--- config.mk ---
export PLATFORM = sky130hd
export DESIGN_NAME = rv_elastic_shift_pipe
export DESIGN_NICKNAME = d
export VERILOG_FILES = /design/src/rtl/rv_pipe_pkg.sv /design/src/rtl/rv_pipe_stage.sv /design/src/rtl/rv_elastic_shift_pipe.sv
export SDC_FILE = /design/constraint.sdc
export NUM_CORES = 1
export LEC_CHECK = 0
export BUFFER_PORTS_ARGS = -buffer_cell sky130_fd_sc_hd__buf_2
export CAP_MARGIN = 10
export CORE_MARGIN = 4
export CORE_UTILIZATION = 53
export CTS_BUF_LIST = sky130_fd_sc_hd__clkbuf_2 sky130_fd_sc_hd__clkbuf_4 sky130_fd_sc_hd__clkbuf_8
export CTS_CLUSTER_SIZE = 30
export DETAILED_ROUTE_END_ITERATION = 7
export GPL_ROUTABILITY_DRIVEN = 0
export PLACE_DENSITY = 0.82
export SLEW_MARGIN = 20
export SYNTH_ARGS = -nofsm -noshare
export SYNTH_HDL_FRONTEND = slang
export SYNTH_SLANG_ARGS = --single-unit
--- constraint.sdc ---
create_clock -name clk -period 2.4 [get_ports clk]
set_input_delay 0.12 -clock clk [delete_from_list [all_inputs] [get_ports clk]]
set_output_delay 0.12 -clock clk [all_outputs]
set_load 0.05 [all_outputs]
--- src/rtl/rv_pipe_pkg.sv ---
// Shared helpers for the elastic shift pipe: lane slicing and parameter sanity.
package rv_pipe_pkg;

    function automatic int laneLsb(input int lane, input int dataw);
        return lane * dataw;
    endfunction

    function automatic bit paramsOk(input int depth, input int dataw, input int resetw);
        return (depth >= 1) && (resetw >= 0) && (resetw <= dataw);
    endfunction

endpackage

--- src/rtl/rv_pipe_stage.sv ---
// One register stage of the elastic pipe: a valid bit plus LANES data lanes,
// where only the top RESETW bits of each lane are cleared by reset.
module rv_pipe_stage
    import rv_pipe_pkg::*;
#(
    parameter int DATAW  = 8,
    parameter int LANES  = 1,
    parameter int RESETW = 0
) (
    input  logic                   clk,
    input  logic                   reset,
    input  logic                   ld,
    input  logic                   v_in,
    input  logic [LANES*DATAW-1:0] d_in,
    output logic                   v_out,
    output logic [LANES*DATAW-1:0] d_out
);

    logic r_valid;

    always_ff @(posedge clk or negedge reset) begin
        if (!reset) begin
            r_valid <= 1'b0;
        end else if (ld) begin
            r_valid <= v_in;
        end
    end

    assign v_out = r_valid;

    for (genvar k = 0; k < LANES; k++) begin : g_lane
        localparam int LSB = laneLsb(k, DATAW);

        if (RESETW > 0) begin : g_rst
            logic [RESETW-1:0] r_hi;

            always_ff @(posedge clk or negedge reset) begin
                if (!reset) begin
                    r_hi <= '0;
                end else if (ld) begin
                    r_hi <= d_in[LSB+DATAW-RESETW +: RESETW];
                end
            end

            assign d_out[LSB+DATAW-RESETW +: RESETW] = r_hi;
        end

        // Low bits carry no meaning while the stage is invalid, so they skip reset.
        if (RESETW < DATAW) begin : g_noRst
            logic [DATAW-RESETW-1:0] r_lo;

            always_ff @(posedge clk) begin
                if (ld) begin
                    r_lo <= d_in[LSB +: DATAW-RESETW];
                end
            end

            assign d_out[LSB +: DATAW-RESETW] = r_lo;
        end
    end

endmodule

--- src/rtl/rv_elastic_shift_pipe.sv ---
// Elastic delay line: DEPTH valid/ready register stages with bubble collapsing,
// backpressure, a synchronous flush and a registered occupancy count.
module rv_elastic_shift_pipe
    import rv_pipe_pkg::*;
#(
    parameter int DATAW  = 8,
    parameter int LANES  = 1,
    parameter int RESETW = 0,
    parameter int DEPTH  = 2,
    parameter int CNTW   = $clog2(DEPTH + 1)
) (
    input  logic                   clk,
    input  logic                   reset,
    input  logic                   flush,
    input  logic                   in_valid,
    input  logic [LANES*DATAW-1:0] in_data,
    output logic                   in_ready,
    output logic                   out_valid,
    output logic [LANES*DATAW-1:0] out_data,
    input  logic                   out_ready,
    output logic [CNTW-1:0]        count
);

    if (!paramsOk(DEPTH, DATAW, RESETW)) begin : g_badParams
        $error("rv_elastic_shift_pipe: need DEPTH >= 1 and 0 <= RESETW <= DATAW");
    end

    logic [DEPTH-1:0]       w_valid;
    logic [DEPTH-1:0]       w_adv;
    logic [LANES*DATAW-1:0] w_data [DEPTH];
    logic                   w_inFire;
    logic                   w_outFire;
    logic [CNTW-1:0]        r_count;

    // A stage may advance if anything at or ahead of it is empty, or the tail drains.
    always_comb begin
        w_adv = '0;
        w_adv[DEPTH-1] = out_ready | ~w_valid[DEPTH-1];
        for (int i = DEPTH - 2; i >= 0; i--) begin
            w_adv[i] = w_adv[i+1] | ~w_valid[i];
        end
    end

    for (genvar i = 0; i < DEPTH; i++) begin : g_stage
        logic                   w_vIn;
        logic [LANES*DATAW-1:0] w_dIn;

        // Flush loads a zero valid bit but feeds each stage its own data back.
        if (i == 0) begin : g_head
            assign w_vIn = in_valid & ~flush;
            assign w_dIn = flush ? w_data[0] : in_data;
        end else begin : g_body
            assign w_vIn = w_valid[i-1] & ~flush;
            assign w_dIn = flush ? w_data[i] : w_data[i-1];
        end

        rv_pipe_stage #(
            .DATAW  (DATAW),
            .LANES  (LANES),
            .RESETW (RESETW)
        ) u_stage (
            .clk   (clk),
            .reset (reset),
            .ld    (w_adv[i] | flush),
            .v_in  (w_vIn),
            .d_in  (w_dIn),
            .v_out (w_valid[i]),
            .d_out (w_data[i])
        );
    end

    assign in_ready  = w_adv[0] & ~flush;
    assign out_valid = w_valid[DEPTH-1];
    assign out_data  = w_data[DEPTH-1];
    assign w_inFire  = in_valid & in_ready;
    assign w_outFire = out_valid & out_ready;

    always_ff @(posedge clk or negedge reset) begin
        if (!reset) begin
            r_count <= '0;
        end else if (flush) begin
            r_count <= '0;
        end else if (w_inFire && !w_outFire) begin
            r_count <= r_count + CNTW'(1);
        end else if (w_outFire && !w_inFire) begin
            r_count <= r_count - CNTW'(1);
        end
    end

    assign count = r_count;

endmodule

======== Yosys cells after proc, flatten, opt, wreduce, memory -nomap -nowiden ========
Index checks and enable logic that the tools add are counted.
word-level totals
  output and inout port bits .............. 12
  input port bits ......................... 13
  bits in registers ....................... 20
  word-level logic and storage cells ...... 29
operators by class
  bitwise operators ....................... 12
  muxes and demuxes ....................... 3
  add/subtract/negate cells ............... 2
  reductions and logical operators ........ 7
operator list
  operator               count
  $mux W2                3
  $and A1 B1 Y1          5
  $or A1 B1 Y1           4
  $reduce_and A2 Y1      2
  $not A1 Y1             3
  $reduce_bool A3 Y1     1
  $add A2 B1 Y2 const B  1
  $logic_and A1 B1 Y1    2
  $logic_not A1 Y1       2
  $sub A2 B1 Y2 const B  1

======== Depth between registers and ports, before layout ========
Gate-level depths: netlist of the first run.
  depth in word-level cells ............... 10
  gate-level depth with buffers ........... 3
  gate-level depth less buffers ........... 3

======== Cells and area by module ========
From an unflattened synthesis of the first run, not the netlist that was laid out.
unflattened totals
  cells, all modules ...................... 57
  area, all modules ....................... 923.4 µm²
modules (own cells, without submodules)
  module                 seq. area each (µm²)  cells each  area an instance (µm²)  instances
  rv_pipe_stage          265.3                 10          280.3                   2
  rv_elastic_shift_pipe  50.0                  37          362.8                   1

======== Worst setup path before layout of the first run ========
No wires, ideal clock.
  path type ............................... flip-flop to output port
  start point ............................. register g_stage[1].u_stage.r_valid
  end point ............................... output port in_ready
  cell stages (with the launch flop) ...... 3
  setup slack ............................. 664 ps
  buffers on the path ..................... 0
  data arrival time ....................... 1616 ps
  required time ........................... 2280 ps
  cells stage by stage .................... dfrtp_1 -> nor2b_1 -> a21oi_1
between the ends
  word-level cells in the longest chain between the ends .. 4
ends and longest elaborated chain
  element                 line                         RTL
  start, declared         rv_pipe_stage.sv:19          logic r_valid;
  start signal, assigned  rv_pipe_stage.sv:25          r_valid <= v_in;
  $not A1 Y1              rv_elastic_shift_pipe.sv:38  w_adv[DEPTH-1] = out_ready | ~w_valid[DEPTH-1];
  $or A1 B1 Y1            rv_elastic_shift_pipe.sv:38
  $or A1 B1 Y1            rv_elastic_shift_pipe.sv:40  w_adv[i] = w_adv[i+1] | ~w_valid[i];
  $and A1 B1 Y1           rv_elastic_shift_pipe.sv:72  assign in_ready = w_adv[0] & ~flush;
  end, declared           rv_elastic_shift_pipe.sv:17  output logic in_ready,
No other way between the ends.

======== Worst setup path after layout of the first run ========
  start point ............................. register g_stage[1].u_stage.r_valid
  end point ............................... register g_stage[0].u_stage.g_lane[0].g_noRst.r_lo[2], enable pin
between the ends
  word-level cells in the longest chain between the ends .. 5
ends and longest elaborated chain
  element                             line                         RTL
  $not A1 Y1                          rv_elastic_shift_pipe.sv:38
  $or A1 B1 Y1                        rv_elastic_shift_pipe.sv:38
  $or A1 B1 Y1                        rv_elastic_shift_pipe.sv:40
  $or A1 B1 Y1                        rv_elastic_shift_pipe.sv:64  .ld (w_adv[i] | flush),
  $reduce_and A2 Y1 (no source line)  -
  end signal, assigned                rv_pipe_stage.sv:54          r_lo <= d_in[LSB +: DATAW-RESETW];
  end, declared                       rv_pipe_stage.sv:50          logic [DATAW-RESETW-1:0] r_lo;
No other way between the ends.
A chain may end at the register's enable or synchronous reset.

==> results.py, run 1 <==
metrics = {
    "cts": {
        "clk_latency_ns": 0.31,
        "root_buffer": "clkbuf_4",
        "clkTransAtPathRegs_ns": 0.11,
        "h-tree-depth": 1,
        "cts_sinks": 20,
        "ctsLongestPathBuffers": 2,
        "cts_tree": "done",
        "cts_resized": 0,
        "cts_setup_buffers": 0,
        "cts-buffers-inserted": 3,
    },
    "route": {
        "wl_per_cell_microns": 18.87,
        "wirelength_microns": 1679,
        "final_antenna_net_count": 0,
        "drtIter0Drc": 17,
        "via_count": 477,
        "drc_errors": 0,
        "firstDrtPassIters": 4,
        "viasPerCell": 5.360,
    },
    "timing": {
        "max_slew_margin_pct": 45.85,
        "hold_viol_final": 0,
        "finClkSkew_ns": 0.002486,
        "max_freq_mhz": 587.4,
        "rsz0062_at_grt": "false",
        "worstMarginPinSlew_ns": 0.8123,
        "fin_crit_sh_pct": 70.93,
        "setup_violations": 0,
        "drv_slew": 0,
        "min_period_ns": 1.702,
        "hold_ws_ns": 0.002059,
        "tns_ns": 0,
        "setup_slack_ns": 0.6976,
    },
    "placed_design": {
        "dpl.hpwl_microns": 936.7,
        "io_buffers": 24,
        "post-place-ws_ns": 0.8169,
    },
    "critical_path": {
        "end_kind": "flip-flop",
        "timing.rr.start": "g_stage[1].u_stage.v_out$_DFFE_PN0P_",
        "crit_type": "flip-flop to flip-flop",
        "r2r_end": "g_stage[0].u_stage.d_out[2]$_DFFE_PP_",
        "cp.required_ns": 2.35,
        "r2r_slack_ns": 0.70,
        "cp.arrival_ns": 1.65,
        "cp_max_fo": 8,
        "worst_setup_path_start_kind": "flip-flop",
        "r2r_cells": 2,
        "crit_start": "g_stage[1].u_stage.v_out$_DFFE_PN0P_",
        "cp-endpoint": "g_stage[0].u_stage.d_out[2]$_DFFE_PP_",
    },
    "finish": {
        "n_antenna_cell": 0,
        "mostFrequentLayoutCell": "buf_2",
        "fin_nets": 89,
        "drive_above_1_share_pct": 37.33,
        "fill_cells": 52,
        "area_delta_synth_final_pct": 34.82,
        "mostFrequentLayoutCells": "buf_2, edfxtp_1, dlygate4sd3_1, nor2_1",
        "postLayoutCoreUtil_pct": 80.66,
    },
    "power_and_ir_drop": {
        "peakVddDrop_uv": 502.0,
        "switching_share_pct": 27.52,
        "cellPowerDensity_nw_per_um2": 742.0,
        "p_comb_share_pct": 15.5,
        "p_int_mw": 0.5080,
        "pwr-share-seq_pct": 58.4,
        "switching_power_mw": 0.1929,
        "clockPowerShare_pct": 26.1,
        "power_mw": 0.7009,
        "p_leak_nw": 0.4091,
    },
    "floorplan": {
        "floorplan.core_area_sq_um": 1171,
        "fp.dieW_microns": 44.36,
        "die_y_microns": 44.36,
        "pin_count": 25,
        "initial_utilization_pct": 59.83,
        "rows": 12,
        "dieArea_sq_um": 1968,
    },
    "synth": {
        "synth_nets": 53,
        "ys_warn_count": 0,
        "synth.distinct_cells": 11,
        "seq_area_frac_synth_pct": 82.86,
        "ys_ff_latch": 20,
        "syn_area_sq_um": 700.7,
        "synthCells": 40,
        "syn_avg_cell_area_sq_um": 17.52,
    },
    "global_route": {
        "grt_first_pass_wirelength_microns": 1994,
        "grt_use_total_pct": 14.26,
        "antenna_found_initial": 0,
        "grt_overflow": 0,
        "grt_pass1_vias": 433,
        "grt_max_degree": 12,
    },
    "outcome": {
        "outcome": "completed",
    },
    "min_path": {
        "hp-class": "primary input to flip-flop",
    },
    "run": {
        "maxCapViolations": 0,
    },
}
[power groups by stage]
stage	combinational, mW	clock, mW	sequential [mW]
finish	0.108	0.183	0.410
global route	0.114	0.202	0.412
CTS	0.101	0.168	0.408
global placement	0.0929	0	0.414
floorplan	0.0223	0	0.458
detailed placement	0.0955	0	0.416
[layout make-up]
cell class,count,area [sq um],share of cell area [%]
well taps,14,17.52,1.854
flip-flops and latches,20,580.6,61.46
repair buffers,32,200.2,21.19
multi-input cells,19,116.4,12.32
clock buffers,4,30.03,3.179
[routing by layer]
metal / global-route usage [%] / vias up / part of all wire [%]
li1: - / 216 / -
met1: 17.69 / 223 / 39
met2: 23.55 / 32 / 51
met3: 2.846 / 6 / 7.7
met4: 7.229 / 0 / 2.4
met5: 0 / - / 0
[sequential cells by signal, indices dropped and copies added, names as in the netlist]
name                   cells
count                      2
g_stage.u_stage.d_out     16
g_stage.u_stage.v_out      2
[worst max-delay path, cell delays in order, from the launching register on]
cell,delay [ns]
dfrtp_1,0.45
nor2b_1,0.22
a21oi_1,0.68
[through the flow]
step	area [sq um]	instances
2_1_floorplan	700.7	40
3_3_place_gp	834.6	77
3_5_place_dp	834.6	77
4_1_cts	904.6	85
5_1_grt	944.7	89
6_report	944.7	89
[what timing repair did]
item | 4_1_cts | 5_1_grt
hold buffers | 4 | 4
hold endpoints to repair | 7 | 4
setup endpoints to repair | 0 | 0
[worst min-delay path by stage]
| stage | startpoint | end | slack [ns] | depth (start not counted) |
|---|---|---|---|---|
| 2_1_floorplan | reset | count[0]$_DFFE_PN0P_ | -0.18 | 0 |
| 3_3_place_gp | reset | count[1]$_DFFE_PN0P_ | -0.07 | 1 |
| 3_5_place_dp | reset | count[1]$_DFFE_PN0P_ | -0.07 | 1 |
| 4_1_cts | in_data[7] | g_stage[0].u_stage.d_out[7]$_DFFE_PP_ | 0.002 | 1 |
| 5_1_grt | in_data[4] | g_stage[0].u_stage.d_out[4]$_DFFE_PP_ | -0.02 | 1 |
| 6_report | in_data[4] | g_stage[0].u_stage.d_out[4]$_DFFE_PP_ | 0.002 | 1 |
[synthesized netlist by cell type]
master	instances	area [sq um]
and3b_1	1	8.760
nor2b_1	3	18.77
nor2_1	6	22.52
mux2_1	2	22.52
dfrtp_1	4	100.1
a31oi_1	1	6.260
edfxtp_1	16	480.5
o21ai_1	1	5.000
and4bb_1	1	12.51
clkbuf_1	1	3.750
a21oi_1	4	20.02
[logic make-up after synthesis]
kind of cell,count (synthesis),synth area share [%]
buffers and inverters,1,0.5352
muxes,2,3.214
DFF,20,82.86
and+or+nand+nor,11,8.929
AOI/OAI and AO/OA,6,4.464
Power figures use the tool's default switching activity.
==> run 2: changes to the inputs <==
--- a/config.mk
+++ b/config.mk
@@ -8,12 +8,12 @@
 export BUFFER_PORTS_ARGS = -buffer_cell sky130_fd_sc_hd__buf_2
 export CAP_MARGIN = 10
 export CORE_MARGIN = 4
-export CORE_UTILIZATION = 53
+export CORE_UTILIZATION = 49
 export CTS_BUF_LIST = sky130_fd_sc_hd__clkbuf_2 sky130_fd_sc_hd__clkbuf_4 sky130_fd_sc_hd__clkbuf_8
 export CTS_CLUSTER_SIZE = 30
 export DETAILED_ROUTE_END_ITERATION = 7
 export GPL_ROUTABILITY_DRIVEN = 0
-export PLACE_DENSITY = 0.82
+export PLACE_DENSITY = 0.77
 export SLEW_MARGIN = 20
 export SYNTH_ARGS = -nofsm -noshare
 export SYNTH_HDL_FRONTEND = slang
==> constraint.sdc (replaced) <==
create_clock -name clk -period 1.6 [get_ports clk]
set_input_delay 0.08 -clock clk [delete_from_list [all_inputs] [get_ports clk]]
set_output_delay 0.08 -clock clk [all_outputs]
set_load 0.05 [all_outputs]
==> run 2 against run 1 <==
Against the previous run:
- die area up 6.7%
- critical path type is now flip-flop to output pin
- clock power up 51%
- register-to-register slack worse by 0.57 ns
- sequential power up 50%
- non-clock buffer count up 1
==> results.py, run 2 (synthesized netlist as in run 1, its figures left out) <==
metrics = {
    "route": {
        "top_layer": "met4",
        "drtIter0Drc": 11,
        "viasPerCell": 5.099,
        "drc_errors": 0,
        "final_antenna_net_count": 0,
        "wl_per_cell_microns": 14.42,
        "via_count": 464,
        "wl_met3_microns": 95,
        "drt-met1-wl_microns": 498,
        "firstDrtPassIters": 2,
        "wirelength_microns": 1312,
        "route.met2.wl_microns": 700,
    },
    "cts": {
        "cts_resized": 0,
        "ctsLongestPathBuffers": 2,
        "cts-buffers-inserted": 3,
        "h-tree-depth": 1,
        "root_buffer": "clkbuf_4",
        "clk_latency_ns": 0.29,
        "cts_tree": "done",
        "cts_sinks": 20,
        "clkTransAtPathRegs_ns": 0.10,
        "hold_buffers": 9,
        "cts_setup_buffers": 0,
    },
    "floorplan": {
        "dieArea_sq_um": 2099,
        "initial_utilization_pct": 53.18,
        "die_y_microns": 45.82,
        "rows": 13,
        "fp.dieW_microns": 45.82,
        "floorplan.core_area_sq_um": 1318,
        "pin_count": 25,
    },
    "timing": {
        "setup_violations": 0,
        "setup_slack_ns": 0.1074,
        "fin_crit_sh_pct": 93.29,
        "hold_viol_final": 0,
        "min_period_ns": 1.493,
        "max_freq_mhz": 670.0,
        "rsz0062_at_grt": "false",
        "finClkSkew_ns": 0.002759,
        "tns_ns": 0,
        "max_slew_margin_pct": 60.02,
        "drv_slew": 0,
        "worstMarginPinSlew_ns": 0.5975,
    },
    "power_and_ir_drop": {
        "cellPowerDensity_nw_per_um2": 1085,
        "p_leak_nw": 0.4160,
        "power_mw": 1.052,
        "peakVddDrop_uv": 821.7,
    },
    "finish": {
        "drive_above_1_share_pct": 39.47,
        "mostFrequentLayoutCell": "buf_2",
        "fill_cells": 80,
        "n_antenna_cell": 0,
        "fin_nets": 90,
        "largest_register_ffs": 16,
        "mostFrequentLayoutCells": "buf_2, edfxtp_1, dlygate4sd3_1, nor2_1, dfrtp_1",
        "fin_cells": 91,
        "postLayoutCellArea_sq_um": 969.7,
        "area_delta_synth_final_pct": 38.39,
    },
    "critical_path": {
        "worstPathCellList": "nor2b_1, a21oi_2, buf_2",
        "crit_type": "flip-flop to output pin",
        "cp.arrival_ns": 1.41,
        "end_kind": "output pin",
        "cp_max_fo": 5,
        "worst_setup_path_start_kind": "flip-flop",
        "critical-path-max-stage-delay_ns": 0.40,
        "crit_slowest_cell": "dfrtp_1",
        "cp.required_ns": 1.52,
    },
    "placed_design": {
        "post-place-ws_ns": 0.1354,
        "placed_area_sq_um": 843.3,
        "dpl.hpwl_microns": 1000,
        "post-place-cells": 78,
        "io_buffers": 24,
    },
    "run": {
        "maxCapViolations": 0,
    },
    "global_route": {
        "grt_overflow": 0,
        "grt_pass1_vias": 454,
        "grt_max_degree": 12,
        "grt_first_pass_wirelength_microns": 1945,
        "grt_use_total_pct": 14.69,
        "antenna_found_initial": 0,
    },
    "outcome": {
        "outcome": "completed",
    },
    "min_path": {
        "hp-class": "primary input to flip-flop",
    },
}
run 2: changes by cell type in the layout (fill, tap and decap cells not counted):
| cell | change |
|---|---|
| clkbuf_8 | +1 |
| clkbuf_4 | -1 |
| dlygate4sd3_1 | +1 |
| a21oi_1 | -2 |
| a21oi_2 | +2 |
run 2: final timing paths:
path,from,to,slack [ns],depth (start not counted)
min,in_valid,g_stage[0].u_stage.v_out$_DFFE_PN0P_,0.08,3
max,g_stage[1].u_stage.v_out$_DFFE_PN0P_,in_ready,0.11,3
min in group asynchronous,reset,count[0]$_DFFE_PN0P_,0.12,2
max reg2reg,g_stage[1].u_stage.v_out$_DFFE_PN0P_,g_stage[1].u_stage.d_out[7]$_DFFE_PP_,0.13,2
max in group asynchronous,reset,count[1]$_DFFE_PN0P_,1.36,2
min reg2reg,g_stage[0].u_stage.d_out[3]$_DFFE_PP_,g_stage[1].u_stage.d_out[3]$_DFFE_PP_,0.44,0
run 2: power by group:
group / switching, mW / internal [mW] / total, mW
combinational: 0.111 / 0.0512 / 0.162
sequential: 0.0148 / 0.598 / 0.613
clock: 0.138 / 0.139 / 0.277
total: 0.264 / 0.788 / 1.05
run 2: layout make-up:
class	count	area, sq um	share of cell area [%]
clock buffer	4	36.28	3.742
timing repair buffer	33	210.2	21.68
tap	15	18.77	1.935
multi-input combinational	19	123.9	12.77
sequential	20	580.6	59.87
run 2: metrics by stage:
step | util (%) | hold slack (ns)
global placement | 64.01 | -0.1084
finish | 73.60 | 0.08260
detailed placement | 64.01 | -0.1055
global route | 73.60 | 0.05990
floorplan | - | -0.2156
CTS | 73.60 | 0.07192
run 2: worst max-delay path: cells and delay by family, from the launching register on:
family          cells  cell delay, ns
simple gates        1            0.38
buf+inv             1            0.22
flops               1            0.40
compound gates      1            0.12
run 2: metal layers:
| metal | up-vias | GRT usage (%) |
|---|---|---|
| met3 | 2 | 5.138 |
| li1 | 222 | - |
| met4 | 0 | 10.23 |
| met5 | - | 0 |
| met1 | 221 | 14.14 |
| met2 | 19 | 25.63 |
==> run 3: changes to the inputs <==
--- a/config.mk
+++ b/config.mk
@@ -8,13 +8,14 @@
 export BUFFER_PORTS_ARGS = -buffer_cell sky130_fd_sc_hd__buf_2
 export CAP_MARGIN = 10
 export CORE_MARGIN = 4
-export CORE_UTILIZATION = 49
+export CORE_UTILIZATION = 53
 export CTS_BUF_LIST = sky130_fd_sc_hd__clkbuf_2 sky130_fd_sc_hd__clkbuf_4 sky130_fd_sc_hd__clkbuf_8
 export CTS_CLUSTER_SIZE = 30
 export DETAILED_ROUTE_END_ITERATION = 7
 export GPL_ROUTABILITY_DRIVEN = 0
-export PLACE_DENSITY = 0.77
+export PLACE_DENSITY = 0.78
 export SLEW_MARGIN = 20
 export SYNTH_ARGS = -nofsm -noshare
 export SYNTH_HDL_FRONTEND = slang
+export SYNTH_HIERARCHICAL = 1
 export SYNTH_SLANG_ARGS = --single-unit
==> run 3 against run 2 <==
Against the previous run:
- combinational power rose by 85%
- utilization shrank 2.7 points
- via count grew 18%
- critical path depth decreased by 1
- synthesized cell count increased by 43%
==> results.py, run 3 <==
metrics = {
    "timing": {
        "hold_ws_ns": 0.07071,
        "setup_slack_ns": 0.2805,
        "drv_slew": 0,
        "finClkSkew_ns": 0.006219,
        "rsz0062_at_grt": "false",
        "max_freq_mhz": 757.9,
        "worstMarginPinSlew_ns": 0.3062,
        "min_period_ns": 1.319,
        "fin_crit_sh_pct": 82.47,
        "setup_violations": 0,
        "hold_viol_final": 0,
        "max_slew_margin_pct": 79.58,
    },
    "power_and_ir_drop": {
        "switching_power_mw": 0.3785,
        "cellPowerDensity_nw_per_um2": 1098,
        "p_leak_nw": 0.4890,
        "p_comb_share_pct": 24.4,
        "clockPowerShare_pct": 21.2,
        "peakVddDrop_uv": 628.8,
        "p_int_mw": 0.8483,
        "switching_share_pct": 30.86,
        "pwr-share-seq_pct": 54.4,
    },
    "critical_path": {
        "cp.arrival_ns": 1.24,
        "r2r_cells": 3,
        "cp.required_ns": 1.52,
        "critical-path-max-stage-delay_ns": 0.48,
        "worstPathCellList": "a31oi_2, buf_2",
        "end_kind": "output pin",
        "crit_type": "flip-flop to output pin",
        "worst_setup_path_start_kind": "flip-flop",
        "crit_slowest_cell": "dfrtp_1",
        "cp_max_fo": 8,
    },
    "cts": {
        "clk_latency_ns": 0.29,
        "ctsLongestPathBuffers": 2,
        "h-tree-depth": 1,
        "cts_tree": "done",
        "root_buffer": "clkbuf_4",
        "cts_sinks": 20,
        "cts_resized": 0,
        "cts-buffers-inserted": 3,
        "clkTransAtPathRegs_ns": 0.10,
    },
    "finish": {
        "multi_input_comb_area_sq_um": 330.3,
        "register_area_sq_um": 580.6,
        "fill_cells": 109,
        "mostFrequentLayoutCell": "buf_2",
        "mostFrequentLayoutCells": "buf_2, edfxtp_1, mux2_2, mux2_1",
        "n_antenna_cell": 0,
        "largest_register_ffs": 16,
        "drive_above_1_share_pct": 54.02,
        "fin_nets": 101,
        "area_delta_synth_final_pct": 21.00,
        "postLayoutCellArea_sq_um": 1117,
    },
    "synth": {
        "synth_top_cell_by_area": "edfxtp_1",
        "synth_nets": 70,
        "yosysMostFrequentCell": "edfxtp_1",
        "synthCells": 57,
        "syn_avg_cell_area_sq_um": 16.20,
        "synth_top_area_share_pct": 52.03,
        "synth.distinct_cells": 17,
        "synthFlopType": "edfxtp_1",
        "postSynth.asyncResetShare_pct": 20.00,
        "synth.area.top_cells": "edfxtp_1, mux2_2, dfrtp_1",
        "ys_ff_latch": 20,
        "synth_common_cells": "edfxtp_1, mux2_2, mux2_1",
        "syn_area_sq_um": 923.4,
        "ys_warn_count": 6,
        "synth_edf_count": 16,
        "seq_area_frac_synth_pct": 62.87,
    },
    "placed_design": {
        "dpl.hpwl_microns": 1140,
        "io_buffers": 24,
        "placed_area_sq_um": 1077,
        "post-place-ws_ns": 0.3279,
    },
    "route": {
        "firstDrtPassIters": 4,
        "drc_errors": 0,
        "wl_per_cell_microns": 14.48,
        "drtIter0Drc": 2,
        "wirelength_microns": 1491,
        "viasPerCell": 5.301,
        "via_count": 546,
        "final_antenna_net_count": 0,
    },
    "run": {
        "maxCapViolations": 0,
    },
    "floorplan": {
        "rows": 14,
        "pin_count": 25,
        "fp.dieW_microns": 49.74,
        "die_y_microns": 49.74,
        "floorplan.core_area_sq_um": 1577,
        "dieArea_sq_um": 2474,
        "initial_utilization_pct": 58.57,
    },
    "min_path": {
        "hp-class": "primary input to flip-flop",
        "whs_path_depth": 2,
    },
    "global_route": {
        "grt_overflow": 0,
        "grt_max_degree": 17,
        "antenna_found_initial": 0,
        "grt_first_pass_wirelength_microns": 2428,
        "grt_pass1_vias": 538,
        "grt_use_total_pct": 12.97,
    },
    "outcome": {
        "outcome": "completed",
    },
}
## run 3: cell types whose count changed after synthesis, sizes merged, moves of 2 or more
cell   change
buf        +2
a21oi      -3
mux2      +18
nor2       -4
## run 3: what timing repair did
| action | in CTS | in global routing |
|---|---|---|
| hold buffers | 1 | 0 |
| buffers inserted | 0 | 0 |
| endpoints found under the hold margin | 4 | 0 |
## run 3: cells by family (layout without fill, tap and decap cells)
kind of cell | count (synthesis) | after routing | synth area share, %
buffers and inverters | 3 | 33 | 2.032
AOI/OAI and AO/OA | 4 | 4 | 2.438
DFF | 20 | 20 | 62.87
muxes | 20 | 20 | 25.20
and+or+nand+nor | 10 | 10 | 7.453
## run 3: power by group through the flow
stage               sequential, mW  combinational [mW]  clock (mW)
floorplan                    0.820              0.0860           0
global placement             0.680               0.297           0
detailed placement           0.681               0.300           0
CTS                          0.669               0.302       0.269
global route                 0.677               0.315       0.307
finish                       0.668               0.300       0.260
## run 3: critical path: cells and delay by family, from the launching register on
| family | cells | cell delay, ns |
|---|---|---|
| flip-flops | 1 | 0.48 |
| buffers and inverters | 1 | 0.28 |
| AO/OA/AOI/OAI | 1 | 0.19 |
## run 3: path summary, 6_finish.rpt
check,startpoint,end,slack [ns]
setup reg to reg,g_stage[0].u_stage/v_out$_DFFE_PN0P_,g_stage[0].u_stage/v_out$_DFFE_PN0P_,0.31
max in group asynchronous,reset,count[1]$_DFFE_PN0P_,1.36
setup / recovery,g_stage[1].u_stage/v_out$_DFFE_PN0P_,in_ready,0.28
hold reg to reg,g_stage[0].u_stage/d_out[0]$_DFFE_PP_,g_stage[1].u_stage/d_out[0]$_DFFE_PP_,0.56
hold / removal,in_data[2],g_stage[0].u_stage/d_out[2]$_DFFE_PP_,0.07
min in group asynchronous,reset,count[0]$_DFFE_PN0P_,0.13
## run 3: cell type report
class / count / share of cell area, %
tap: 16 / 1.792
multi-input combinational: 34 / 29.56
sequential: 20 / 51.96
inverter: 1 / 0.3359
timing repair buffer: 28 / 13.66
clock buffer: 4 / 2.688
## run 3: metal layers
metal	GRT usage [%]	routed length (microns)
met5	0	0
met2	21.37	746
met3	3.012	85
met4	5.530	4
met1	16.18	655
## run 3: through the flow
step | util, % | setup TNS (ns) | power (mW) | std cells
after global placement | 68.33 | 0 | 0.9765 | 98
final | 70.87 | 0 | 1.227 | 103
after detailed placement | 68.33 | 0 | 0.9813 | 98
after global routing | 70.87 | 0 | 1.298 | 103
after floorplan | - | -0.01211 | 0.9063 | 57
after CTS | 70.87 | 0 | 1.241 | 103
